<file path="src/rtl/cpu_mem_pkg.sv">
// Shared types and defaults for the unified-memory arbiter.
package cpu_mem_pkg;

  localparam int unsigned XLEN             = 32;
  localparam int unsigned DEF_TIMEOUT      = 64;
  localparam int unsigned DEF_MAX_DM_BURST = 3;

  typedef enum logic [1:0] {
    IDLE = 2'd0,
    BUSY = 2'd1,
    RESP = 2'd2
  } state_t;

  typedef enum logic {
    OWN_IF = 1'b0,
    OWN_DM = 1'b1
  } owner_t;

  // Command presented to the memory on a grant
  typedef struct packed {
    logic            we;
    logic [XLEN-1:0] addr;
    logic [XLEN-1:0] wdata;
  } mem_cmd_t;

endpackage

</file>
<file path="src/rtl/mem_arb_pick.sv">
// Grant selection: data wins unless a waiting fetch has been starved long enough.
module mem_arb_pick
  import cpu_mem_pkg::*;
(
  input  logic   if_req,
  input  logic   dm_req,
  input  logic   streak_full,
  output logic   grant_c,
  output owner_t owner_c
);

  // Pick the owner of the next memory access
  always_comb begin
    grant_c = if_req | dm_req;
    owner_c = OWN_DM;
    if (if_req && (!dm_req || streak_full)) begin
      owner_c = OWN_IF;
    end
  end

endmodule

</file>
<file path="src/rtl/mem_arbiter.sv">
// Shares one variable-latency memory between the fetch and data ports.
module mem_arbiter
  import cpu_mem_pkg::*;
#(
  parameter int unsigned TIMEOUT      = DEF_TIMEOUT,
  parameter int unsigned MAX_DM_BURST = DEF_MAX_DM_BURST
) (
  input  logic            clk_i,
  input  logic            rst_i,
  input  logic            if_req_i,
  input  logic [XLEN-1:0] if_addr_i,
  output logic            if_ack_o,
  output logic [XLEN-1:0] if_rdata_o,
  input  logic            dm_req_i,
  input  logic            dm_we_i,
  input  logic [XLEN-1:0] dm_addr_i,
  input  logic [XLEN-1:0] dm_wdata_i,
  output logic            dm_ack_o,
  output logic [XLEN-1:0] dm_rdata_o,
  output logic            mem_req_o,
  output logic            mem_we_o,
  output logic [XLEN-1:0] mem_addr_o,
  output logic [XLEN-1:0] mem_wdata_o,
  input  logic            mem_ack_i,
  input  logic [XLEN-1:0] mem_rdata_i,
  output logic            stall_o,
  output logic            err_o
);

  localparam int unsigned CNT_W = $clog2(TIMEOUT + 1);
  localparam int unsigned STK_W = $clog2(MAX_DM_BURST + 1);

  state_t            state_q, state_d;
  owner_t            owner_q;
  logic [CNT_W-1:0]  cnt_q;
  logic [STK_W-1:0]  streak_q, streak_d;

  logic              grant_c;
  owner_t            grant_own_c;
  logic              streak_full_c;
  logic              timeout_c;
  logic              done_c;
  logic              grant_en_c;
  mem_cmd_t          cmd_c;
  logic [XLEN-1:0]   rsp_rdata_c;

  assign streak_full_c = (streak_q == STK_W'(MAX_DM_BURST));
  assign timeout_c     = (state_q == BUSY) && !mem_ack_i && (cnt_q == CNT_W'(TIMEOUT - 1));
  assign done_c        = (state_q == BUSY) && (mem_ack_i || timeout_c);
  assign stall_o       = (if_req_i & ~if_ack_o) | (dm_req_i & ~dm_ack_o);

  mem_arb_pick u_pick (
    .if_req      (if_req_i),
    .dm_req      (dm_req_i),
    .streak_full (streak_full_c),
    .grant_c     (grant_c),
    .owner_c     (grant_own_c)
  );

  // State register
  always_ff @(posedge clk_i) begin
    if (rst_i) begin
      state_q <= IDLE;
    end else begin
      state_q <= state_d;
    end
  end

  // Next-state logic
  always_comb begin
    state_d = state_q;
    unique case (state_q)
      IDLE:    if (grant_c) state_d = BUSY;
      BUSY:    if (done_c)  state_d = RESP;
      RESP:    state_d = IDLE;
      default: state_d = IDLE;
    endcase
  end

  // Output decode: grant command, streak update and response data
  always_comb begin
    grant_en_c  = 1'b0;
    cmd_c       = '0;
    streak_d    = streak_q;
    rsp_rdata_c = '0;
    unique case (state_q)
      IDLE: begin
        grant_en_c = grant_c;
        if (grant_own_c == OWN_DM) begin
          cmd_c.we    = dm_we_i;
          cmd_c.addr  = dm_addr_i;
          cmd_c.wdata = dm_wdata_i;
          if (!if_req_i) begin
            streak_d = '0;
          end else if (!streak_full_c) begin
            streak_d = streak_q + STK_W'(1);
          end
        end else begin
          cmd_c.addr = if_addr_i;
          streak_d   = '0;
        end
      end
      BUSY: begin
        if (mem_ack_i && !mem_we_o) begin
          rsp_rdata_c = mem_rdata_i;
        end
      end
      default: ;
    endcase
  end

  // Registered memory handshake, counters and requester responses
  always_ff @(posedge clk_i) begin
    if (rst_i) begin
      owner_q     <= OWN_IF;
      cnt_q       <= '0;
      streak_q    <= '0;
      mem_req_o   <= 1'b0;
      mem_we_o    <= 1'b0;
      mem_addr_o  <= '0;
      mem_wdata_o <= '0;
      if_ack_o    <= 1'b0;
      dm_ack_o    <= 1'b0;
      if_rdata_o  <= '0;
      dm_rdata_o  <= '0;
      err_o       <= 1'b0;
    end else begin
      if_ack_o <= 1'b0;
      dm_ack_o <= 1'b0;
      if (grant_en_c) begin
        owner_q     <= grant_own_c;
        cnt_q       <= '0;
        streak_q    <= streak_d;
        mem_req_o   <= 1'b1;
        mem_we_o    <= cmd_c.we;
        mem_addr_o  <= cmd_c.addr;
        mem_wdata_o <= cmd_c.wdata;
      end else if (done_c) begin
        mem_req_o <= 1'b0;
        if (owner_q == OWN_DM) begin
          dm_ack_o   <= 1'b1;
          dm_rdata_o <= rsp_rdata_c;
        end else begin
          if_ack_o   <= 1'b1;
          if_rdata_o <= rsp_rdata_c;
        end
        if (timeout_c) begin
          err_o <= 1'b1;
        end
      end else if (state_q == BUSY) begin
        cnt_q <= cnt_q + CNT_W'(1);
      end
    end
  end

endmodule
</file>
<file path="config.mk">
export PLATFORM = sky130hd
export DESIGN_NAME = mem_arbiter
export DESIGN_NICKNAME = d
export VERILOG_FILES = /design/src/rtl/cpu_mem_pkg.sv /design/src/rtl/mem_arb_pick.sv /design/src/rtl/mem_arbiter.sv
export SDC_FILE = /design/constraint.sdc
export NUM_CORES = 1
export LEC_CHECK = 0
export CORE_MARGIN = 8
export CORE_UTILIZATION = 40
export CTS_CLUSTER_SIZE = 30
export DETAILED_ROUTE_END_ITERATION = 7
export MAX_ROUTING_LAYER = met4
export PLACE_DENSITY_LB_ADDON = 0.1
export SYNTH_ARGS = -nofsm -noshare
export SYNTH_HDL_FRONTEND = slang
export SYNTH_SLANG_ARGS = --single-unit
</file>
<file path="constraint.sdc">
create_clock -name clk_i -period 2 [get_ports clk_i]
set_input_delay 0.2 -clock clk_i [delete_from_list [all_inputs] [get_ports clk_i]]
set_output_delay 0.2 -clock clk_i [all_outputs]
set_load 0.01 [all_outputs]
</file>
== Word-level counts from Yosys, hierarchy flattened ==
Index checks and enable logic that the tools add are counted.

* Bits in registers: 145
* Bits of input ports: 134
* Logic and storage cells: 68
* Output and inout port bits: 134

* Eq/ne operators: 6
* Mux-type cells: 18
* $add $sub $neg: 2
* Bitwise operators: 9
* Reduce and logical (&&, ||, !) cells: 20

{| class="wikitable"
|+ Operators with widths
! operator !! count
|-
| 32-bit two-way mux || 4
|-
| 65-bit two-way mux || 1
|-
| 3-bit AND reduction || 4
|-
| 2-bit two-way mux || 5
|-
| 7-bit by 1-bit adder with 7-bit output, second input constant || 1
|-
| 7-bit by 6-bit == test with 1-bit output, second input constant || 1
|-
| 1-bit two-way mux || 7
|-
| 1-bit logical AND || 5
|-
| 1-bit NOT || 5
|-
| 2-bit inequality test, second input constant || 2
|-
| 2-bit case mux with 2 select lines || 1
|-
| 2-bit AND reduction || 2
|-
| 1-bit zero test || 3
|-
| 3-bit inequality test, second input constant || 1
|-
| 3-bit OR reduction || 1
|-
| 2-bit by 1-bit adder with 2-bit output, second input constant || 1
|-
| 1-bit AND || 2
|-
| 2-bit by 1-bit == test with 1-bit output, second input constant || 1
|-
| 2-bit == test, second input constant || 1
|-
| 2-bit zero test || 1
|-
| 1-bit logical OR || 2
|-
| 1-bit bitwise OR || 2
|-
| 2-bit nonzero test || 1
|-
| 2-bit OR reduction || 1
|}

== Logic depth before layout (Yosys ltp) ==
* Word-level depth: 7
* Mapped depth: 7
* Mapped depth without buffers: 4

== Modules after synthesis ==
Synthesis repeated with hierarchy kept, for this count alone.

* Cell total of the unflattened synthesis: 574
* Area total of the unflattened synthesis: 5815.6 um2

{| class="wikitable"
|+ By module, submodules not included
! module !! instances !! cells each !! area an instance (um2) !! seq. area each (um2)
|-
| mem_arbiter || 1 || 571 || 5800.6 || 2902.8
|-
| mem_arb_pick || 1 || 3 || 15.0 || 0.0
|}

== Worst setup path after synthesis ==
No wires, ideal clock.

* Kind: register to register
* Start point: register cnt_q[0]
* End point: register if_rdata_o[10]
* Data arrival time: 1548 ps
* Clock period less this slack: 1687 ps
* Path buffers: 3
* Stages on the path, launching flop included: 8
* Required time: 1861 ps
* Setup time: 139 ps
* Setup slack: 313 ps
* Cell sequence: dfxtp_1 ha_1 and3b_1 clkbuf_1 a21o_1 buf_2 buf_2 a311oi_1

* Cells in the longest elaborated chain, start to end: 5

{| class="wikitable"
|+ Ends and longest elaborated chain
! element !! RTL line !! source
|-
| from (decl) || mem_arbiter.sv:35 || <nowiki>logic [CNT_W-1:0] cnt_q;</nowiki>
|-
| from (signal assigned) || mem_arbiter.sv:151 || <nowiki>cnt_q <= cnt_q + CNT_W'(1);</nowiki>
|-
| 7-bit by 6-bit == test with 1-bit output || mem_arbiter.sv:48 || <nowiki>assign timeout_c = (state_q == BUSY) && !mem_ack_i && (cnt_q == CNT_W'(TIMEOUT - 1));</nowiki>
|-
| 1-bit logical AND || mem_arbiter.sv:48 ||
|-
| 1-bit logical OR || mem_arbiter.sv:49 || <nowiki>assign done_c = (state_q == BUSY) && (mem_ack_i || timeout_c);</nowiki>
|-
| 1-bit logical AND || mem_arbiter.sv:49 ||
|-
| 3-bit AND reduction (no line) || - ||
|-
| to (signal assigned) || mem_arbiter.sv:145 || <nowiki>if_rdata_o <= rsp_rdata_c;</nowiki>
|-
| to (decl) || mem_arbiter.sv:13 || <nowiki>output logic [XLEN-1:0] if_rdata_o,</nowiki>
|}

No other way between the ends.
A chain may end at the register's enable or synchronous reset.

== Worst setup path in the final report ==
* Start point: input dm_req_i
* End point: output stall_o

* Cells in the longest elaborated chain, start to end: 2

{| class="wikitable"
|+ Ends and longest elaborated chain
! element !! RTL line !! source
|-
| from (decl) || mem_arbiter.sv:14 || <nowiki>input logic dm_req_i,</nowiki>
|-
| 1-bit AND || mem_arbiter.sv:50 || <nowiki>assign stall_o = (if_req_i & ~if_ack_o) | (dm_req_i & ~dm_ack_o);</nowiki>
|-
| 1-bit bitwise OR || mem_arbiter.sv:50 ||
|-
| to (decl) || mem_arbiter.sv:26 || <nowiki>output logic stall_o,</nowiki>
|}

No other way between the ends.

==> impl_metrics.json <==
{
  "yosysMostFrequentCell": "dfxtp_1",
  "required_ps": 1800,
  "die_h_microns": 138,
  "gp_congestion": 0.807,
  "wirelength_microns": 20800,
  "grt_pass1_wl_microns": 32900,
  "maxCapViolCount": 0,
  "fin_nets": 974,
  "synth_mux_area_share_pct": 0.836,
  "via_per_inst": 6.00,
  "overflow": 0,
  "drt-initial-drc-count": 460,
  "cts_buffer_depth": 2,
  "cts_made_buffers": 17,
  "yosys.area_share.simple_pct": 4.49,
  "clock.fmax_mhz": 546,
  "track_usage_pct": 21.0,
  "synth_top_cell_area_share_pct": 48.5,
  "min_path_type": "in -> reg",
  "synth_top_cell_by_area": "dfxtp_1",
  "syn_to_final_growth_pct": 58.3,
  "seq_area_sq_um": 2900,
  "ys_seq_area_share_pct": 48.5,
  "arrival_ps": 1630,
  "vias": 6209,
  "cts_setup_buffers": 0,
  "ys_types": 40,
  "ir_worst_vdd_v": 0.000557,
  "cts_resized": 0,
  "finalMaxSlewViolations": 0,
  "grt_pass1_vias": 6218,
  "ys.flop_type": "dfxtp_1",
  "critPathKind": "in -> out",
  "synth_top_family_by_area": "compound AO/OA/AOI/OAI gates",
  "drc_errors": 0,
  "grt_setup_unrepaired": "no",
  "layout-drive-gt1-share_pct": 10.8,
  "syn_area_sq_um": 5990,
  "slew_headroom_pct": 64.0,
  "synth_common_cells": "dfxtp_1, a311oi_1, a31oi_1",
  "worst_slack_ps": 168,
  "synth_area_leaders": "dfxtp_1, a311oi_1, a31oi_1",
  "endpoint_kind": "primary output",
  "start_kind": "primary input",
  "dpl.hpwl_microns": 14300,
  "die_w_microns": 138,
  "cts_hold_buf": 0,
  "final_cells": 1034,
  "dieArea_sq_um": 19100,
  "synth_fa_ha_area_share_pct": 0.418,
  "synth_edf_count": 0,
  "post-place-ws_ps": 130,
  "fin_crit_sh_pct": 91.6,
  "path_max_fanout": 4,
  "leakagePower_nw": 3.23,
  "dr.pass1.iters": 5,
  "initial_utilization_pct": 41.1,
  "antenna_left": 0,
  "tritoncts": "done",
  "synth_nets": 748,
  "worstMarginPinSlew_ps": 539,
  "finalPower_mw": 8.11,
  "ys_async_sr_fraction_pct": 0,
  "grt_antenna_before_repair": 0,
  "io_pins": 268,
  "io_buffers": 267,
  "synth_compound_area_share_pct": 39.4,
  "multi_input_area_sq_um": 2740,
  "clkSinkCount": 145,
  "pwr_density_cell_nw_per_um2": 855,
  "rows": 44,
  "status": "finished, final reports clean",
  "syn_inst": 612,
  "dp_cells": 1003,
  "fin_skew_ps": 7.76,
  "min_period_ps": 1830,
  "core_sq_um": 14600,
  "avgSynthCellArea_sq_um": 9.79,
  "ys_seq_elements": 145,
  "grt_max_degree": 67,
  "antenna_cells": 0,
  "clkTransAtPathRegs_ps": 50,
  "fillCellCount": 1137,
  "h-tree-depth": 4,
  "clk_latency_ps": 410,
  "synthXorXnorAreaFrac_pct": 0,
  "yosys_warnings": 0,
  "fin_util_pct": 65.0,
  "setup_viol": 0,
  "setup_tns_ps": 0,
  "wl_per_cell_microns": 20.2,
  "hold_viol_final": 0,
  "ctsRootBufferMaster": "clkbuf_16"
}
[through the flow]
| step | cell area [sq um] | hold WS [ps] |
|---|---|---|
| after floorplan | 5990 | 325 |
| after global placement | 8820 | 451 |
| after detailed placement | 8820 | 467 |
| after CTS | 9480 | 157 |
| after global routing | 9480 | 172 |
| final | 9480 | 176 |
[report_power, final]
part           switching [mW]  internal (mW)  leakage, nW
Sequential             0.0964           3.06         1.18
Clock                    1.18           2.35        0.324
Combinational           0.678          0.750         1.72
Total                    1.96           6.16         3.23
[cell usage in the layout, fill, tap and decap left out, drive strengths merged, types with 2 or more instances in the layout]
master | Yosys | layout
a211oi | 3 | 3
dfxtp | 145 | 145
clkinv | 2 | 3
or2 | 2 | 2
o21ai | 34 | 34
nor2b | 2 | 2
nand2 | 32 | 32
mux2i | 5 | 5
ha | 2 | 2
nand3 | 2 | 2
a22o | 33 | 33
a21o | 2 | 2
a21oi | 36 | 36
o211ai | 38 | 38
nor3b | 2 | 2
nand4 | 2 | 2
a311oi | 97 | 97
buf | 28 | 23
and3b | 2 | 2
and3 | 4 | 4
inv | 3 | 5
bufinv | 0 | 5
a31oi | 65 | 65
clkbuf | 54 | 23
nor2 | 4 | 4
a211o | 4 | 4
clkdlybuf4s50 | 0 | 266
[cells by family after synthesis]
kind of cell / after synthesis
AND/OR/NAND/NOR: 55
adder cells (fa/ha/maj): 2
flip-flops: 145
AO/OA/AOI/OAI: 318
multiplexers: 5
buffers and inverters: 87
[area by class of cell]
cell class	instances	share of cell area [%]
Tap cell	184	2.43
Clock inverter	8	1.82
Timing Repair Buffer	289	30.9
Clock buffer	23	5.15
Multi-Input combinational cell	380	28.9
Inverter	5	0.198
Sequential cell	145	30.6
[flip-flops by register name (all words and copies together), names as in the netlist]
| register | cells |
|---|---|
| err_o | 1 |
| state_q | 2 |
| mem_wdata_o | 32 |
| mem_we_o | 1 |
| if_rdata_o | 32 |
| streak_q | 2 |
| cnt_q | 7 |
| if_ack_o | 1 |
| owner_q | 1 |
| mem_req_o | 1 |
| mem_addr_o | 32 |
| dm_ack_o | 1 |
| dm_rdata_o | 32 |
[path summary, 6_finish.rpt]
| path | depth (start not counted) | start | slack (ps) | to |
|---|---|---|---|---|
| max | 4 | dm_req_i | 170 | stall_o |
| min | 2 | rst_i | 180 | err_o |
| max reg2reg | 5 | cnt_q[0] | 290 | mem_req_o |
| min reg2reg | 1 | streak_q[1] | 480 | streak_q[1] |
[per-layer routing]
metal | track usage (%) | wire length (microns) | vias up | part of all wire, %
met5 | - | 0 | - | 0
met4 | 7.04 | 376 | 0 | 1.8
met3 | 6.23 | 1580 | 23 | 7.6
met2 | 35.1 | 10400 | 271 | 50
met1 | 23.6 | 8440 | 2983 | 40
li1 | - | - | 2932 | -
[critical path, stage by stage]
cell and delay [ps]:
clkdlybuf4s50_1 510, clkinv_1 150, o22ai_1 160, clkdlybuf4s50_1 600
(Power assumes the default switching activity.)
